==> src/rtl/fetch_unit.sv <==
// Instruction fetch stage: PC, single-outstanding imem reads,
// small prefetch queue, and jump/branch redirect with flush.
module fetch_unit #(
    parameter int              PC_W     = 8,
    parameter int              INST_W   = 16,
    parameter logic [PC_W-1:0] RESET_PC = '0,
    parameter int              DEPTH    = 2
) (
    input  logic              clk_i,
    input  logic              rst_i,
    input  logic              jump_i,
    input  logic [PC_W-1:0]   jump_target_i,
    input  logic              branch_i,
    input  logic [PC_W-1:0]   branch_pc_i,
    input  logic [7:0]        displacement_i,
    output logic              imem_req_o,
    output logic [PC_W-1:0]   imem_addr_o,
    input  logic              imem_ack_i,
    input  logic [INST_W-1:0] imem_data_i,
    output logic [INST_W-1:0] inst_o,
    output logic [PC_W-1:0]   pc_o,
    output logic              valid_o,
    input  logic              ready_i
);

    localparam int PTR_W = (DEPTH > 1) ? $clog2(DEPTH) : 1;
    localparam int CNT_W = PTR_W + 1;
    localparam logic [CNT_W-1:0] DEPTH_C = CNT_W'(DEPTH);

    typedef enum logic [1:0] {
        S_IDLE,
        S_WAIT,
        S_DISCARD
    } state_t;

    state_t            r_state;
    logic [PC_W-1:0]   r_fetch_pc;
    logic              r_req;
    logic [PC_W-1:0]   r_addr;

    logic [INST_W-1:0] r_q_inst [DEPTH];
    logic [PC_W-1:0]   r_q_pc   [DEPTH];
    logic [PTR_W-1:0]  r_wr;
    logic [PTR_W-1:0]  r_rd;
    logic [CNT_W-1:0]  r_count;

    logic              w_valid;
    logic              w_pop;
    logic              w_push;
    logic              w_redirect;
    logic [PC_W-1:0]   w_br_target;
    logic [PC_W-1:0]   w_target;
    logic [PC_W-1:0]   w_pc_inc;
    logic [CNT_W-1:0]  w_cnt_next;

    assign w_valid     = (r_count != '0);
    assign w_pop       = w_valid & ready_i;
    assign w_redirect  = jump_i | branch_i;
    assign w_br_target = branch_pc_i + PC_W'(1)
                       + PC_W'($signed(displacement_i));
    assign w_target    = jump_i ? jump_target_i : w_br_target;
    assign w_pc_inc    = r_fetch_pc + PC_W'(1);
    // Only a WAIT-state ack carries live data; redirect drops it.
    assign w_push      = imem_ack_i & (r_state == S_WAIT) & ~w_redirect;
    assign w_cnt_next  = r_count + CNT_W'(w_push) - CNT_W'(w_pop);

    assign imem_req_o  = r_req;
    assign imem_addr_o = r_addr;
    assign valid_o     = w_valid;
    assign inst_o      = w_valid ? r_q_inst[r_rd] : '0;
    assign pc_o        = w_valid ? r_q_pc[r_rd]   : '0;

    // Fetch FSM: PC, request strobe and held request address.
    always_ff @(posedge clk_i) begin
        if (rst_i) begin
            r_state    <= S_IDLE;
            r_fetch_pc <= RESET_PC;
            r_req      <= 1'b0;
            r_addr     <= RESET_PC;
        end else begin
            case (r_state)
                S_IDLE: begin
                    if (w_redirect) begin
                        r_fetch_pc <= w_target;
                        r_addr     <= w_target;
                        r_req      <= 1'b1;
                        r_state    <= S_WAIT;
                    end else if (r_count < DEPTH_C) begin
                        r_addr     <= r_fetch_pc;
                        r_req      <= 1'b1;
                        r_state    <= S_WAIT;
                    end
                end
                S_WAIT: begin
                    if (w_redirect) begin
                        r_fetch_pc <= w_target;
                        if (imem_ack_i) begin
                            r_addr  <= w_target;
                            r_state <= S_WAIT;
                        end else begin
                            r_state <= S_DISCARD;
                        end
                    end else if (imem_ack_i) begin
                        r_fetch_pc <= w_pc_inc;
                        r_addr     <= w_pc_inc;
                        if (w_cnt_next < DEPTH_C) begin
                            r_state <= S_WAIT;
                        end else begin
                            r_req   <= 1'b0;
                            r_state <= S_IDLE;
                        end
                    end
                end
                S_DISCARD: begin
                    if (w_redirect) begin
                        r_fetch_pc <= w_target;
                    end
                    if (imem_ack_i) begin
                        r_addr  <= w_redirect ? w_target : r_fetch_pc;
                        r_state <= S_WAIT;
                    end
                end
                default: begin
                    r_req   <= 1'b0;
                    r_state <= S_IDLE;
                end
            endcase
        end
    end

    // Prefetch queue: push acked data, pop on handshake, flush on redirect.
    always_ff @(posedge clk_i) begin
        if (rst_i) begin
            r_wr    <= '0;
            r_rd    <= '0;
            r_count <= '0;
        end else if (w_redirect) begin
            r_wr    <= '0;
            r_rd    <= '0;
            r_count <= '0;
        end else begin
            if (w_push) begin
                r_q_inst[r_wr] <= imem_data_i;
                r_q_pc[r_wr]   <= r_fetch_pc;
                r_wr           <= r_wr + PTR_W'(1);
            end
            if (w_pop) begin
                r_rd <= r_rd + PTR_W'(1);
            end
            r_count <= w_cnt_next;
        end
    end

endmodule

==> config.mk <==
export PLATFORM = sky130hd
export DESIGN_NAME = fetch_unit
export DESIGN_NICKNAME = d
export VERILOG_FILES = /design/src/rtl/fetch_unit.sv
export SDC_FILE = /design/constraint.sdc
export NUM_CORES = 1
export LEC_CHECK = 0
export ABC_AREA = 1
export BUFFER_PORTS_ARGS = -buffer_cell sky130_fd_sc_hd__buf_2
export CAP_MARGIN = 20
export CORE_MARGIN = 5
export CORE_UTILIZATION = 45
export CTS_CLUSTER_SIZE = 12
export DETAILED_ROUTE_END_ITERATION = 10
export PLACE_DENSITY = 0.72
export SYNTH_ARGS = -nofsm -noshare
export SYNTH_HDL_FRONTEND = slang
export SYNTH_SLANG_ARGS = --single-unit
==> constraint.sdc <==
create_clock -name clk_i -period 3.73 [get_ports clk_i]
set_clock_uncertainty 0.2 [all_clocks]
set_input_delay 0 -clock clk_i [delete_from_list [all_inputs] [get_ports clk_i]]
set_output_delay 0 -clock clk_i [all_outputs]
set_load 0.01 [all_outputs]
==> results of run 1 <==
[final timing paths]
kind                            cells past startpoint                     from                       to  slack, ps
worst max register to register                     12  r_state[0]$_SDFFE_PP0P_  imem_req_o$_SDFFE_PP0P_        980
worst max-delay path                               12  r_state[0]$_SDFFE_PP0P_  imem_req_o$_SDFFE_PP0P_        980
worst min register to register                      2        r_wr$_SDFFE_PP0P_        r_wr$_SDFFE_PP0P_        270
worst min-delay path                                5                 branch_i    r_count[1]$_SDFF_PP0_         40
[through the flow]
| stage | setup WS, ps | utilization (%) | hold slack [ps] | area (µm²) | std cells |
|---|---|---|---|---|---|
| after floorplan | 709 | - | -101 | 3680 | 444 |
| after global placement | 1120 | 51.7 | -8.78 | 4190 | 617 |
| after detailed placement | 1040 | 51.7 | -7.40 | 4190 | 617 |
| after CTS | 1020 | 57.5 | 26.0 | 4650 | 655 |
| after global routing | 828 | 57.5 | 63.8 | 4650 | 655 |
| final | 984 | 57.5 | 41.1 | 4650 | 655 |
[power groups by stage]
stage / combinational, µW / clock, µW / sequential (µW)
after global routing: 317 / 785 / 916
after detailed placement: 260 / 0 / 928
after floorplan: 175 / 0 / 926
final: 280 / 733 / 910
after global placement: 255 / 0 / 926
after CTS: 279 / 751 / 910
[placed cells by master (no fill, tap or decap), types with 4 or more instances in the layout]
cell type and n:
nor2_1 23, nand2_2 4, o211ai_1 5, o21a_1 5, ha_1 10, buf_2 79
buf_4 5, o21ai_1 6, nand2_1 149, clkbuf_8 9, inv_1 49, edfxtp_1 48
xnor2_1 6, dlygate4sd3_1 22, dfxtp_1 24, o21ai_0 11, nand3_1 25, a21oi_1 44
[flip-flops by register name (all words and copies together) (netlist names), named ones only]
register     flops
r_q_inst        32
r_q_pc          16
r_count          2
r_rd             1
r_fetch_pc       8
r_wr             1
imem_req_o       1
r_state          2
imem_addr_o      8
[per-layer routing]
metal | vias up | share of wire [%] | wire (µm) | global-route usage, %
li1 | 1657 | - | - | -
met1 | 1445 | 44 | 3650 | 20.6
met2 | 112 | 48 | 3960 | 29.7
met3 | 12 | 7.0 | 583 | 4.08
met4 | 0 | 1.6 | 133 | 5.49
met5 | - | 0 | 0 | 0
[kinds of logic (layout without fill, tap and decap cells)]
logic type	Yosys count	after routing	share of synthesized area [%]
buffers and inverters	67	173	7.10
xor gates and xnor gates	6	6	1.43
and+or+nand+nor	213	213	24.2
AOI/OAI and AO/OA	75	75	11.1
adders and majority gates	11	11	3.94
DFF	72	72	52.2
[worst register-to-register path, cell delays in order (launching register included)]
cell and delay, ps:
dfxtp_1 640, nand2_2 300, nor2_1 270, nand2_1 80, ha_1 280, inv_1 40
ha_1 180, xnor2_1 150, nand2_1 100, nand2_1 70, o21ai_0 70, o21ai_0 160
a21oi_1 90
[layout make-up]
cell class / instances / area (µm²)
clock buffers: 9 / 124
clock inverters: 7 / 119
fillers: 721 / 3440
inverters: 51 / 191
multi-input cells: 305 / 1510
flip-flops and latches: 72 / 1920
well taps: 105 / 131
repair buffers: 106 / 653
==> metrics.cfg, run 1 <==
[status]
status = finished clean

[routing]
drtPass1Iterations = 5
drt-initial-drc-count = 181
routedWlPerCell_um = 12.7
routed_wl_um = 8330
postRouteAntennaNets = 0
route.vias.total = 3226
drc = 0
avgViaCountPerCell = 4.93

[worst_setup_path]
crit_top_cell = nand2_1
cp.required_ps = 3760
arrival_ps = 2770
crit_chain = nand2_2, nor2_1, nand2_1, ha_1, inv_1, ha_1, xnor2_1, nand2_1, nand2_1, o21ai_0, o21ai_0, a21oi_1
slowest_delay_ps = 640
start_kind = flop
path_class = flop to flop
critPathBufInv = 1
worstPathMaxFanout = 15
cp_slowest_cell = dfxtp_1
end_kind = flop
cpLargestDelayFamily = simple AND/OR/NAND/NOR gates

[timing]
rsz0062_at_grt = no
finalSetupViolCount = 0
finalCritPeriodShare_pct = 73.6
finalSetupTns_ps = 0
tightestPinTransition_ps = 735
slew_headroom_pct = 51.0
drv_slew = 0
max_freq_ghz = 0.364
fin_crit_ps = 2750
hold_viol_final = 0

[clocking]
clock-root-buffer = clkbuf_8
cts_tree = yes
hold_buffers = 22
cts-buffers-inserted = 9
post-cts-setup-buffers = 0
path_clk_slew_ps = 80
cts.htree.levels = 3
cts_buffer_depth = 2
ctsResizeCount = 0
clock_latency_ps = 340
clock_sinks = 72

[finish]
n_antenna_cell = 0
final_nets = 602
layout-drive-gt1-share_pct = 20.5
area_growth_syn_to_layout_pct = 26.3

[synthesis]
yosys.area.top_type = edfxtp_1
synth_nets = 501
synth_most_common_cell = nand2_1
synth_top_area_share_pct = 39.1
syn-cell-area_um2 = 3680
syn_avg_cell_area_um2 = 8.29
synth_edf_count = 48
synth-seq-cells = 72
synth_area_leaders = edfxtp_1 39%, nand2_1 15%, dfxtp_1 13%, a21oi_1 6.0%, inv_1 5.0%
yosysWarningCount = 0
synth_cells = 444
yosys_most_used_dff = edfxtp_1
synth.distinct_cells = 30
async_flop_share_pct = 0
synth_seq_area_share_pct = 52.2
synth_common_cells = 149 x nand2_1, 49 x inv_1, 48 x edfxtp_1

[power_and_ir_drop]
power.internal_uw = 1440
power_uw = 1920
peakVddDrop_mv = 0.230
p_switching_uw = 479
power_frac_clock_pct = 38.1
power_frac_seq_pct = 47.3
p_sw_share_pct = 24.9
p_comb_share_pct = 14.6
power_density_nw_per_um2 = 414
leakagePower_uw = 0.00220

[floorplan]
die_w_um = 100
placeableCoreArea_um2 = 8090
io_pins = 80
die_area_um2 = 10100
die_h_um = 100
floorplan.initialDensity_pct = 45.5
num_rows = 33

[global_routing]
grt_max_degree = 28
overflow = 0
grt_util_all_layers_pct = 17.0
antenna_found_initial = 0
grt_pass1_wl_um = 13700
grt_pass1_vias = 3130

[worst_hold_path]
hold_class = primary input to flop

[flow_run]
cap_violations = 0

[placement]
globalplace.congestion = 0.926
dp_hpwl_um = 5830
port_buffers = 79

No activity file was read; power rests on OpenSTA's default activity.
==> run 2: changes to the inputs <==
--- a/config.mk
+++ b/config.mk
@@ -12,7 +12,7 @@
 export CORE_UTILIZATION = 45
 export CTS_CLUSTER_SIZE = 12
 export DETAILED_ROUTE_END_ITERATION = 10
-export PLACE_DENSITY = 0.72
+export PLACE_DENSITY = 0.75
 export SYNTH_ARGS = -nofsm -noshare
 export SYNTH_HDL_FRONTEND = slang
 export SYNTH_SLANG_ARGS = --single-unit
==> constraint.sdc (replaced) <==
create_clock -name clk_i -period 2.2 [get_ports clk_i]
set_clock_uncertainty 0.2 [all_clocks]
set_input_delay 0 -clock clk_i [delete_from_list [all_inputs] [get_ports clk_i]]
set_output_delay 0 -clock clk_i [all_outputs]
set_load 0.01 [all_outputs]
==> run 2 against run 1 <==
  * First-iteration DRC count shrank 7.2%
  * Critical endpoint unchanged
  * Hold slack gained 3.0 ps
  * Sequential power grew 69%
  * Final cell count grew 1.2%
  * Critical path type unchanged
  * Largest cell class unchanged
  * Clock-buffer cell count is the same
  * Via count grew 1.5%
  * Die area is the same
  * Highest routed layer unchanged
==> metrics.cfg, run 2 (synthesis results as in run 1) <==
[floorplan]
die_h_um = 100  ; unchanged
die_w_um = 100  ; unchanged
io_pins = 80  ; unchanged
num_rows = 33  ; unchanged
placeableCoreArea_um2 = 8090  ; unchanged
die_area_um2 = 10100  ; unchanged
floorplan.initialDensity_pct = 45.5  ; unchanged

[timing]
finalSetupViolCount = 0  ; unchanged
tightestPinTransition_ps = 732  ; was 735 ps
fin_ws_ps = 148  ; was 984 ps
slew_headroom_pct = 51.1  ; was 51.0%
finalCritPeriodShare_pct = 93.3  ; was 73.6%
rsz0062_at_grt = no  ; unchanged
whs_ps = 44.1  ; was 41.1 ps
max_freq_ghz = 0.487  ; was 0.364 GHz
drv_slew = 0  ; unchanged
fin_crit_ps = 2050  ; was 2750 ps
finalSetupTns_ps = 0  ; unchanged
hold_viol_final = 0  ; unchanged

[finish]
regMostFlops = r_q_inst  ; unchanged
reg.largest.list = r_q_inst: 32 flops, r_q_pc: 16 flops  ; unchanged
final_nets = 610  ; was 602
layout_common_cells = 149 x nand2_1, 79 x buf_2, 48 x inv_1, 48 x edfxtp_1, 44 x a21oi_1  ; was 149 x nand2_1, 79 x buf_2, 49 x inv_1
n_antenna_cell = 0  ; unchanged
area_growth_syn_to_layout_pct = 28.4  ; was 26.3%
layout-drive-gt1-share_pct = 21.7  ; was 20.5%
final_common_cell = nand2_1  ; unchanged
largest_reg_flops = 32  ; unchanged
post-route-util_pct = 58.4  ; was 57.5%
fill_cells = 730  ; was 721

[clocking]
cts_tree = yes  ; unchanged
clock-root-buffer = clkbuf_8  ; unchanged
cts-buffers-inserted = 9  ; unchanged
path_clk_slew_ps = 80  ; about the same
clock_sinks = 72  ; unchanged
cts_buffer_depth = 2  ; unchanged
cts.htree.levels = 3  ; unchanged
clock_latency_ps = 350  ; was 340 ps

[flow_run]
cap_violations = 0  ; unchanged

[placement]
port_buffers = 79  ; unchanged
globalplace.congestion = 0.910  ; was 0.926
place_ws_ps = 93.5  ; was 1040 ps
dp_hpwl_um = 6080  ; was 5830 µm

[worst_setup_path]
end_kind = flop  ; unchanged
crit_top_cell = nand2_1  ; unchanged
path_class = flop to flop  ; unchanged
start_kind = flop  ; unchanged
crit_chain = inv_2, nand2_2, nor2_1, nand2_1, ha_1, inv_1, ha_1, xnor2_1, nand2_1, nand2_1, o21ai_0, o21ai_0, a21oi_1  ; was nand2_2, nor2_1, nand2_1, ha_1, inv_1, ha_1, xnor2_1, nand2_1, nand2_1, o21ai_0, o21ai_0, a21oi_1
worstPathMaxFanout = 4  ; was 15
slowest_delay_ps = 330  ; was 640 ps
arrival_ps = 2090  ; was 2770 ps
cp.required_ps = 2240  ; was 3760 ps
cp_slowest_cell = dfxtp_1  ; unchanged

[global_routing]
overflow = 0  ; unchanged
grt_pass1_wl_um = 14500  ; was 13700 µm
grt_pass1_vias = 3236  ; was 3130
antenna_found_initial = 0  ; unchanged
grt_util_all_layers_pct = 18.0  ; was 17.0%
grt_max_degree = 27  ; was 28

[power_and_ir_drop]
peakVddDrop_mv = 0.387  ; was 0.230 mV
power_uw = 3210  ; was 1920 µW
leakagePower_uw = 0.00224  ; was 0.00220 µW
power_density_nw_per_um2 = 679  ; was 414 nW/µm²

[routing]
drtPass1Iterations = 4  ; was 5
postRouteAntennaNets = 0  ; unchanged
drc = 0  ; unchanged
routed_wl_um = 8720  ; was 8330 µm
drt-initial-drc-count = 168  ; was 181
avgViaCountPerCell = 4.94  ; was 4.93
route.vias.total = 3274  ; was 3226
routedWlPerCell_um = 13.2  ; was 12.7 µm

[worst_hold_path]
hold_class = primary input to flop  ; unchanged

[status]
status = finished clean  ; unchanged

## run 2: cell types whose count changed in the layout (fill, tap and decap cells not counted)
cell           change
buf_4              +4
buf_12             +2
dlygate4sd3_1      +2
bufinv_16          -1
clkinv_1           -1
clkinv_4           +1
inv_1              -1
inv_2              +1
inv_6              +1
nor3_2             -1
nor3_4             +1
## run 2: final timing paths
| path | startpoint | end | slack (ps) | cells after the start |
|---|---|---|---|---|
| setup reg to reg | r_state[1]$_SDFFE_PP0P_ | imem_req_o$_SDFFE_PP0P_ | 150 | 13 |
| hold / removal | jump_target_i[6] | imem_addr_o[6]$_SDFFE_PP0P_ | 40 | 9 |
| hold reg to reg | r_wr$_SDFFE_PP0P_ | r_wr$_SDFFE_PP0P_ | 270 | 2 |
| setup / recovery | r_state[1]$_SDFFE_PP0P_ | imem_req_o$_SDFFE_PP0P_ | 150 | 13 |
## run 2: stage by stage
stage	area, µm²	std cells
after detailed placement	4260	622
after global placement	4260	622
final	4730	663
after CTS	4720	662
after global routing	4730	663
after floorplan	3700	444
## run 2: layout make-up
class / instances / area (µm²) / area share, %
Sequential cell: 72 / 1920 / 40.6
Multi-Input combinational cell: 305 / 1520 / 32.0
Timing Repair Buffer: 114 / 743 / 15.7
Inverter: 51 / 191 / 4.05
Tap cell: 105 / 131 / 2.78
Clock buffer: 9 / 124 / 2.62
Clock inverter: 7 / 103 / 2.17
## run 2: routing by layer
metal / track usage (%) / wire, µm / up-vias
met5: 0 / 0 / -
met4: 6.53 / 163 / 0
met3: 4.36 / 621 / 17
met2: 30.3 / 4160 / 124
met1: 22.5 / 3780 / 1462
li1: - / - / 1671
## run 2: what timing repair did
item | 4_1_cts | 5_1_grt
hold buffers | 24 | 0
setup buffers | 0 | 1
gates resized for setup | 0 | 1
endpoints found under the setup margin | 0 | 1
endpoints found under the hold margin | 49 | 0
## run 2: report_power, final
part | total [µW] | switching (µW) | internal, µW
sequential | 1540 | 43.2 | 1500
clock | 1170 | 523 | 649
combinational | 499 | 290 | 209
## run 2: critical path: cells and delay by family (launching register included)
kind,cells,cell delay (ps)
compound gates,3,300
xor+xnor,1,140
fa+ha+maj,2,450
buf+inv,2,120
flops,1,330
simple gates,5,400
==> run 3: changes to the inputs <==
==> constraint.sdc (replaced) <==
create_clock -name clk_i -period 2.2 [get_ports clk_i]
set_clock_uncertainty 0.2 [all_clocks]
set_input_delay 0.11 -clock clk_i [delete_from_list [all_inputs] [get_ports clk_i]]
set_output_delay 0.11 -clock clk_i [all_outputs]
set_load 0.01 [all_outputs]
==> run 3 against run 2 <==
  * Cell area decreased by 1.0%
  * Via count decreased by 1.3%
  * Setup slack improved by 62 ps
  * Clock power about the same
  * Die area unchanged
  * First-iteration DRC count decreased by 3.6%
  * Sequential share of layout area increased by 0.44 points
  * Global-route usage decreased by 0.65 points
  * Largest cell class unchanged
  * Highest routed layer unchanged
==> metrics.cfg, run 3 (synthesis results as in run 1) <==
[power_and_ir_drop]
power_density_nw_per_um2 = 678  ; was 679 nW/µm²
peakVddDrop_mv = 0.365  ; was 0.387 mV
leakagePower_uw = 0.00223  ; was 0.00224 µW

[placement]
globalplace.congestion = 0.889  ; was 0.910
dpl_cell_area_um2 = 4250  ; was 4260 µm²
dp_hpwl_um = 5910  ; was 6080 µm
port_buffers = 79  ; unchanged

[floorplan]
die_w_um = 100  ; unchanged
num_rows = 33  ; unchanged
die_h_um = 100  ; unchanged
die_area_um2 = 10100  ; unchanged
placeableCoreArea_um2 = 8090  ; unchanged
io_pins = 80  ; unchanged
floorplan.initialDensity_pct = 45.5  ; unchanged

[finish]
layout_common_cells = 149 x nand2_1, 78 x buf_2, 48 x inv_1, 48 x edfxtp_1, 44 x a21oi_1  ; was 149 x nand2_1, 79 x buf_2, 48 x inv_1, 48 x edfxtp_1, 44 x a21oi_1
final_common_cell = nand2_1  ; unchanged
largest_reg_flops = 32  ; unchanged
n_antenna_cell = 0  ; unchanged
fill_cells = 712  ; was 730
final_nets = 608  ; was 610
multi_input_area_um2 = 1520  ; about the same
regMostFlops = r_q_inst  ; unchanged
layout-drive-gt1-share_pct = 22.7  ; was 21.7%
reg.largest.list = r_q_inst: 32 flops, r_q_pc: 16 flops  ; unchanged
seqCellArea_um2 = 1920  ; about the same
area_growth_syn_to_layout_pct = 27.1  ; was 28.4%
finalInstanceArea_um2 = 4680  ; was 4730 µm²

[clocking]
path_clk_slew_ps = 80  ; about the same
clock_sinks = 72  ; unchanged
clock_latency_ps = 340  ; was 350 ps
cts_buffer_depth = 2  ; unchanged
clock-root-buffer = clkbuf_8  ; unchanged
cts-buffers-inserted = 9  ; unchanged
cts_tree = yes  ; unchanged
cts.htree.levels = 3  ; unchanged

[worst_setup_path]
end_kind = flop  ; unchanged
slowest_delay_ps = 340  ; was 330 ps
crit_chain = inv_2, nand2_2, nor2_2, nand2_1, ha_1, inv_1, ha_2, xnor2_1, nand2_1, nand2_1, o21ai_1, o21ai_1, a21oi_1  ; was inv_2, nand2_2, nor2_1, nand2_1, ha_1, inv_1, ha_1, xnor2_1, nand2_1, nand2_1, o21ai_0, o21ai_0, a21oi_1
crit_top_cell = nand2_1  ; unchanged
start_kind = flop  ; unchanged
path_class = flop to flop  ; unchanged
reg2regPathDepth = 13  ; unchanged
worstPathMaxFanout = 4  ; unchanged
cp_slowest_cell = dfxtp_2  ; was dfxtp_1
r2r_slack_ps = 210  ; was 150 ps
cp.required_ps = 2230  ; was 2240 ps
r2r_start = r_state[1]$_SDFFE_PP0P_  ; unchanged
cpLargestDelayFamily = adder cells  ; unchanged
arrival_ps = 2020  ; was 2090 ps
critPathBufInv = 2  ; unchanged
r2r_end = imem_req_o$_SDFFE_PP0P_  ; unchanged

[timing]
tightestPinTransition_ps = 737  ; was 732 ps
slew_headroom_pct = 50.8  ; was 51.1%
finalSetupViolCount = 0  ; unchanged
rsz0062_at_grt = no  ; unchanged
finalCritPeriodShare_pct = 90.4  ; was 93.3%
fin_crit_ps = 1990  ; was 2050 ps
hold_viol_final = 0  ; unchanged
drv_slew = 0  ; unchanged
max_freq_ghz = 0.503  ; was 0.487 GHz
finalSetupTns_ps = 0  ; unchanged

[routing]
drtPass1Iterations = 5  ; was 4
routedWlPerCell_um = 12.7  ; was 13.2 µm
drc = 0  ; unchanged
drt-initial-drc-count = 162  ; was 168
route.vias.total = 3233  ; was 3274
avgViaCountPerCell = 4.89  ; was 4.94
postRouteAntennaNets = 0  ; unchanged
routed_wl_um = 8360  ; was 8720 µm

[worst_hold_path]
hold_class = primary input to flop  ; unchanged
hold_depth = 5  ; was 9
min_from = jump_target_i[1]  ; was jump_target_i[6]
hold_end = imem_addr_o[1]$_SDFFE_PP0P_  ; was imem_addr_o[6]$_SDFFE_PP0P_

[global_routing]
grt_util_all_layers_pct = 17.4  ; was 18.0%
overflow = 0  ; unchanged
grt_pass1_wl_um = 13900  ; was 14500 µm
grt_pass1_vias = 3068  ; was 3236
antenna_found_initial = 0  ; unchanged
grt_max_degree = 27  ; unchanged

[flow_run]
cap_violations = 0  ; unchanged

[status]
status = finished clean  ; unchanged

run 3: worst register-to-register path: cells and delay by family (launching register included):
family | cells | cell delay [ps]
compound gates | 3 | 260
xor+xnor | 1 | 140
fa+ha+maj | 2 | 420
buf+inv | 2 | 120
flops | 1 | 340
simple gates | 5 | 400
run 3: worst max path at each step:
stage	start	end	slack [ps]	cells past startpoint
5_1_grt	r_state[1]$_SDFFE_PP0P_	imem_req_o$_SDFFE_PP0P_	20	13
2_1_floorplan	r_count[1]$_SDFF_PP0_	imem_req_o$_SDFFE_PP0P_	100	11
3_5_place_dp	r_state[1]$_SDFFE_PP0P_	imem_req_o$_SDFFE_PP0P_	60	13
3_3_place_gp	r_state[1]$_SDFFE_PP0P_	imem_req_o$_SDFFE_PP0P_	150	13
6_report	r_state[1]$_SDFFE_PP0P_	imem_req_o$_SDFFE_PP0P_	210	13
4_1_cts	imem_ack_i	imem_req_o$_SDFFE_PP0P_	30	14
run 3: cell type report:
type / instances / area share (%)
sequential: 72 / 41.1
multi-input combinational: 305 / 32.5
timing repair buffer: 112 / 14.9
inverter: 51 / 4.09
tap: 105 / 2.81
clock buffer: 10 / 2.73
clock inverter: 6 / 1.95
run 3: what timing repair did:
| action | CTS | global route |
|---|---|---|
| resized for setup | 0 | 8 |
| endpoints found under the setup margin | 0 | 2 |
| setup buffers | 0 | 1 |
| endpoints found under the hold margin | 44 | 0 |
| hold buffers | 19 | 0 |
run 3: layer usage:
layer / wire (µm) / track usage [%]
met5: 0 / 0
met4: 122 / 5.49
met3: 744 / 4.78
met2: 4010 / 30.1
met1: 3490 / 20.9
run 3: report_power, final:
group	internal [µW]	leakage [µW]	total, µW	switching (µW)
clock	647	0.000111	1140	493
sequential	1500	0.000633	1540	43.3
combinational	210	0.00149	494	284
run 3: per-stage QoR:
stage          cells  power [µW]  worst slack, ps  hold slack [ps]  utilization (%)
2_1_floorplan    444        1870             97.9             8.87                -
3_3_place_gp     625        2020              151             99.6             52.6
3_5_place_dp     625        2030             61.3              101             52.6
4_1_cts          660        3190             33.7             48.9             57.6
5_1_grt          661        3340             17.8             84.3             57.9
6_report         661        3170              210             55.8             57.9
